[config.mk]
export PLATFORM = sky130hd
export DESIGN_NAME = imm_gen_pipe
export DESIGN_NICKNAME = d
export VERILOG_FILES = /design/src/rtl/imm_gen_pipe.sv
export SDC_FILE = /design/constraint.sdc
export NUM_CORES = 1
export LEC_CHECK = 0
export BUFFER_PORTS_ARGS = -buffer_cell sky130_fd_sc_hd__buf_2
export CORE_MARGIN = 3
export CORE_UTILIZATION = 49
export DETAILED_ROUTE_END_ITERATION = 16
export PLACE_DENSITY = 0.8
export SKIP_CTS_REPAIR_TIMING = 1
export SLEW_MARGIN = 20
export SYNTH_ARGS = -nofsm -noshare
export SYNTH_HDL_FRONTEND = slang
export SYNTH_SLANG_ARGS = --single-unit
[constraint.sdc]
create_clock -name clk -period 2.1 [get_ports clk]
set_clock_uncertainty 0.2 [all_clocks]
set_input_delay 0.105 -clock clk [delete_from_list [all_inputs] [get_ports clk]]
set_output_delay 0.105 -clock clk [all_outputs]
set_load 0.1 [all_outputs]
[src/rtl/imm_gen_pipe.sv]
// imm_gen_pipe: registered RV32I/RV64I immediate generator with a one-stage
// valid/ready output register, format code, illegal-opcode flag and a
// saturating illegal-opcode counter for debug readout.
module imm_gen_pipe #(
  parameter int XLEN  = 32,
  parameter int CNT_W = 8
) (
  input  logic             clk,
  input  logic             rst_n,
  input  logic             in_valid,
  output logic             in_ready,
  input  logic [31:0]      instrucao,
  output logic             out_valid,
  input  logic             out_ready,
  output logic [XLEN-1:0]  immediate,
  output logic [2:0]       formato,
  output logic             ilegal,
  output logic [CNT_W-1:0] ilegal_cnt
);

  typedef enum logic [2:0] {
    FMT_R       = 3'd0,
    FMT_I       = 3'd1,
    FMT_S       = 3'd2,
    FMT_B       = 3'd3,
    FMT_U       = 3'd4,
    FMT_J       = 3'd5,
    FMT_SHAMT   = 3'd6,
    FMT_ILLEGAL = 3'd7
  } fmt_e;

  localparam logic [6:0] OP_LOAD   = 7'b0000011;
  localparam logic [6:0] OP_OPIMM  = 7'b0010011;
  localparam logic [6:0] OP_JALR   = 7'b1100111;
  localparam logic [6:0] OP_SYSTEM = 7'b1110011;
  localparam logic [6:0] OP_STORE  = 7'b0100011;
  localparam logic [6:0] OP_BRANCH = 7'b1100011;
  localparam logic [6:0] OP_LUI    = 7'b0110111;
  localparam logic [6:0] OP_AUIPC  = 7'b0010111;
  localparam logic [6:0] OP_JAL    = 7'b1101111;
  localparam logic [6:0] OP_OP     = 7'b0110011;

  logic [6:0]      opcode;
  logic [2:0]      funct3;
  logic [31:0]     imm32;
  logic [5:0]      shamt;
  logic [XLEN-1:0] imm_d;
  fmt_e            fmt_d;
  fmt_e            fmt_q;
  logic            accept;

  assign opcode   = instrucao[6:0];
  assign funct3   = instrucao[14:12];
  assign in_ready = !out_valid || out_ready;
  assign accept   = in_valid && in_ready;
  assign formato  = fmt_q;

  // Decode format and build the 32-bit immediate; widen to XLEN afterwards
  // (sign-extend for all formats except the zero-extended shift amount).
  always_comb begin
    fmt_d = FMT_ILLEGAL;
    imm32 = '0;
    imm_d = '0;
    shamt = (XLEN == 64) ? instrucao[25:20] : {1'b0, instrucao[24:20]};
    case (opcode)
      OP_LOAD, OP_JALR, OP_SYSTEM: begin
        fmt_d = FMT_I;
        imm32 = {{20{instrucao[31]}}, instrucao[31:20]};
      end
      OP_OPIMM: begin
        if (funct3 == 3'b001 || funct3 == 3'b101) begin
          fmt_d = FMT_SHAMT;
        end else begin
          fmt_d = FMT_I;
          imm32 = {{20{instrucao[31]}}, instrucao[31:20]};
        end
      end
      OP_STORE: begin
        fmt_d = FMT_S;
        imm32 = {{20{instrucao[31]}}, instrucao[31:25], instrucao[11:7]};
      end
      OP_BRANCH: begin
        fmt_d = FMT_B;
        imm32 = {{19{instrucao[31]}}, instrucao[31], instrucao[7],
                 instrucao[30:25], instrucao[11:8], 1'b0};
      end
      OP_LUI, OP_AUIPC: begin
        fmt_d = FMT_U;
        imm32 = {instrucao[31:12], 12'b0};
      end
      OP_JAL: begin
        fmt_d = FMT_J;
        imm32 = {{11{instrucao[31]}}, instrucao[31], instrucao[19:12],
                 instrucao[20], instrucao[30:21], 1'b0};
      end
      OP_OP: fmt_d = FMT_R;
      default: fmt_d = FMT_ILLEGAL;
    endcase
    if (fmt_d == FMT_SHAMT) imm_d = XLEN'(shamt);
    else                    imm_d = XLEN'($signed(imm32));
  end

  // Output register and saturating illegal counter; only accepted words update data.
  always_ff @(posedge clk) begin
    if (!rst_n) begin
      out_valid  <= 1'b0;
      immediate  <= '0;
      fmt_q      <= FMT_R;
      ilegal     <= 1'b0;
      ilegal_cnt <= '0;
    end else if (accept) begin
      out_valid <= 1'b1;
      immediate <= imm_d;
      fmt_q     <= fmt_d;
      ilegal    <= (fmt_d == FMT_ILLEGAL);
      if (fmt_d == FMT_ILLEGAL && ilegal_cnt != '1)
        ilegal_cnt <= ilegal_cnt + CNT_W'(1);
    end else if (out_ready) begin
      out_valid <= 1'b0;
    end
  end

endmodule

# Word-level counts from Yosys, hierarchy flattened
# Cells that the tools add are included.
[op_classes]
addsub = 1
n_eq_ne = 15
n_mux = 7
reduce_logical = 9
[op_table]
columns = ["op", "n"]
rows = [
  ["32-bit case mux with 6 select lines", 1],
  ["32-bit two-way mux", 2],
  ["7-bit == test (second input constant)", 4],
  ["7-bit by 6-bit == test with 1-bit output (second input constant)", 3],
  ["3-bit case mux with 7 select lines", 1],
  ["7-bit by 5-bit == test with 1-bit output (second input constant)", 2],
  ["3-bit == test (second input constant)", 3],
  ["8-bit by 1-bit adder with 8-bit output (second input constant)", 1],
  ["8-bit inequality test (second input constant)", 1],
  ["7-bit by 2-bit == test with 1-bit output (second input constant)", 1],
  ["3-bit by 1-bit == test with 1-bit output (second input constant)", 1],
  ["3-bit two-way mux", 1],
  ["3-bit OR reduction", 1],
  ["1-bit logical AND", 2],
  ["1-bit logical OR", 2],
  ["1-bit two-way mux", 2],
  ["2-bit AND reduction", 1],
  ["2-bit nonzero test", 1],
  ["2-bit OR reduction", 1],
  ["1-bit zero test", 1],
]
[totals]
reg_bits = 45
in_bits = 36
elab_cells = 37

# Logic depth before layout (Yosys ltp)
[depth]
ltp_word = 7
mapped_depth = 8

# Worst setup path after synthesis
# No wires, ideal clock.
[synth_path]
path_type = "flip-flop to flip-flop"
start = "register out_valid"
end = "register immediate[11]"
setup_ns = 0.063
t_arrival_ns = 3.315
required_ns = 1.837
slack_ns = -1.478
path_stages_with_launch = 8
n_path_buf = 2
period_less_slack_ns = 3.578
cell_sequence = "dfxtp_1 > nand2b_1 > and2_1 > clkbuf_1 > nor2_1 > clkbuf_1 > a22oi_1 > nand2_1"
[synth_via]
elab_chain_cells = 3
[synth_lines]
columns = ["item", "line_no", "rtl"]
rows = [
  ["from (decl)", "13", "output logic out_valid,"],
  ["from (signal assigned)", "106", "out_valid <= 1'b0;"],
  ["from (signal assigned)", "112", "out_valid <= 1'b1;"],
  ["from (signal assigned)", "119", "out_valid <= 1'b0;"],
  ["1-bit zero test", "54", "assign in_ready = !out_valid || out_ready;"],
  ["1-bit logical OR", "54", ""],
  ["named net in_ready", "11", "output logic in_ready,"],
  ["1-bit logical AND", "55", "assign accept = in_valid && in_ready;"],
  ["to (signal assigned)", "113", "immediate <= imm_d;"],
  ["to (decl)", "15", "output logic [XLEN-1:0] immediate,"],
]
# The timed path passes the listed nets, and every way through them passes these cells.
# A chain may end at the register's enable or synchronous reset.

# Worst setup path in the final report
[layout_path]
start = "input in_valid"
end = "register immediate[11]"
[layout_via]
elab_chain_cells = 1
[layout_lines]
columns = ["item", "line_no", "rtl"]
rows = [
  ["from (decl)", "10", "input logic in_valid,"],
  ["1-bit logical AND", "55", ""],
]
# No other way between the ends.

==> impl_metrics.tcl <==
set metrics [dict create \
    n_antenna_cell 0 \
    slowest_stage "dlygate4sd3_1" \
    hold_path.class "input port to flip-flop" \
    drive_gt1_frac 0.359 \
    synth_seq_cells 45 \
    drt_iter0_markers 162 \
    grt_pass1_wl_um 9800 \
    synthesis.nets 271 \
    vias_per_cell 5.90 \
    dieArea_mm2 0.00529 \
    crit_path_max_fanout 27 \
    core_area_mm2 0.00414 \
    r2r_cells 6 \
    startpoint_type "input port" \
    endpoint_kind "flip-flop" \
    synthTopCellsByArea "dfxtp_1 41%, a32oi_1 4.4%, o2bb2ai_1 3.6%" \
    clock_path_buffers 2 \
    clkTransAtPathRegs_ps 90 \
    syn_to_final_growth_pct 40.4 \
    root_buffer "clkbuf_8" \
    synth_cell_types 51 \
    synth_enable_flop_cells 0 \
    drc 0 \
    rows 23 \
    grt_pass1_vias 2100 \
    numCtsBuffers 5 \
    numClockSinks 45 \
    finalNetCount 381 \
    drt_wl_total_um 6290 \
    dp_hpwl_um 4170 \
    htree_levels 2 \
    final_antenna_net_count 0 \
    grt_max_degree 28 \
    wl_per_cell_um 15.9 \
    antenna_found_initial 0 \
    clkLatencyLatePin_ps 300 \
    period_share 0.898 \
    setup_viol 0 \
    grt-ovfl-total 0 \
    cp.arrival_ps 1940 \
    synth_cells 234 \
    async_flop_share 0 \
    report.final.slew_viol_count 0 \
    die_w_um 72.7 \
    status "completed" \
    hold_viol 0 \
    crit_family "buffers and inverters" \
    ys_seq_area_frac 0.413 \
    fmax_mhz 530 \
    grt_usage 0.229 \
    met1_usage 0.319 \
    num_vias 2329 \
    postSynthAreaPerCell_um2 9.32 \
    cp_cell_sequence "dlygate4sd3_1 > buf_2 > and2_1 > buf_4 > nor2_4 > a22oi_1 > nand2_1" \
    synth_area_mm2 0.00218 \
    power_uw 1940 \
    worstSetupPathType "input port to flip-flop" \
    slew_headroom 0.445 \
    worst_slew_pin_slew_ps 830 \
    die_h_um 72.7 \
    worst-path-stages 7 \
    busiest_layer "met2" \
    p_per_area_mw_per_mm2 634 \
    io_pins 82 \
    fin_util 0.739 \
    synth_ff_type "dfxtp_1" \
    yosysMostFrequentCell "dfxtp_1" \
    power.leakage_uw 0.00132 \
    io_buffers 81 \
    maxCapViolCount 0 \
    cp.required_ps 2150 \
    yosysTopAreaCellShare 0.413 \
    final.min_clock_period_ps 1890 \
    ys_warn_count 0 \
    gp_congestion 0.835 \
    synth_common_cells "45 x dfxtp_1, 16 x nand2_1, 14 x a21oi_1, 14 x nor2_1" \
    drt_first_pass_iters 5 \
    start_util 0.526 \
    crit_buf_inv 3 \
    cts_tree "done" \
    rsz0062_at_grt "false" \
    vdd_ir_drop_max_mv 0.590 \
    use_met3 0.0441 \
    slowest_delay_ps 540 \
    yosysTopAreaCell "dfxtp_1" \
    use_met2 0.361 \
    hold_path_depth 3 \
]
worst reg2reg max path: stages (launching register included):
cell      delay, ps
dfxtp_4         360
nand2b_4         70
and2_1          210
buf_4           180
nor2_4          500
a22oi_1         190
nand2_1          90
report_power, final:
part / internal (µW) / switching [µW] / total [µW] / leakage (µW)
combinational: 124 / 260 / 384 / 0.000898
sequential: 870 / 11.7 / 882 / 0.000369
clock: 358 / 318 / 676 / 0.0000554
total: 1350 / 590 / 1940 / 0.00132
cell usage in the layout (no fill, tap or decap), drive strengths merged, types with 7 or more instances in the layout:
cell type	count
a21oi	15
buf	91
a22o	8
a32oi	11
a32o	7
dfxtp	45
dlygate4sd3	27
nand2	17
o2bb2ai	9
o21ai	20
nor2	14
area by class of cell:
type,instances,area [µm²]
Multi-Input combinational cell,169,1190
Fill cell,337,1080
Sequential cell,45,915
Timing Repair Buffer,118,763
Clock buffer,6,72.6
Tap cell,50,62.6
Clock inverter,2,38.8
Inverter,5,18.8
sequential cells by signal (all words and copies together), names as in the netlist:
register    count
ilegal          1
formato         3
immediate      32
ilegal_cnt      8
out_valid       1
routing by layer:
metal | routed length (µm) | vias to the layer above
met5 | 0 | -
met4 | 66 | 0
met3 | 365 | 9
met2 | 3120 | 87
met1 | 2740 | 1111
li1 | - | 1122
worst paths after layout:
| check | slack [ps] | startpoint | end |
|---|---|---|---|
| worst max-delay path | 210 | in_valid | immediate[11] |
| worst min-delay path | 40 | rst_n | ilegal_cnt[2] |
| worst max register to register | 260 | out_valid | immediate[11] |
| worst min register to register | 260 | immediate[31] | immediate[31] |
per-stage QoR:
step | TNS [ps] | hold WS, ps | instance area [µm²] | worst slack, ps | cells
3_5_place_dp | 0 | 168 | 2680 | 68.2 | 360
5_1_grt | 0 | 60.9 | 3060 | 74.0 | 395
4_1_cts | 0 | -152 | 2790 | 280 | 368
6_report | 0 | 39.0 | 3060 | 215 | 395
3_3_place_gp | 0 | 163 | 2680 | 110 | 360
2_1_floorplan | -8.39 | 24.1 | 2210 | -8.39 | 234
cells by family (layout without fill, tap and decap cells):
kind of cell / Yosys count / count (layout) / synth area share
adder cells (fa/ha/maj): 1 / 1 / 0.00574
AND/OR/NAND/NOR: 72 / 72 / 0.192
buffers and inverters: 20 / 131 / 0.0470
flip-flops: 45 / 45 / 0.413
multiplexers: 5 / 5 / 0.0229
AO/OA/AOI/OAI: 91 / 91 / 0.319
(Power assumes the default switching activity.)
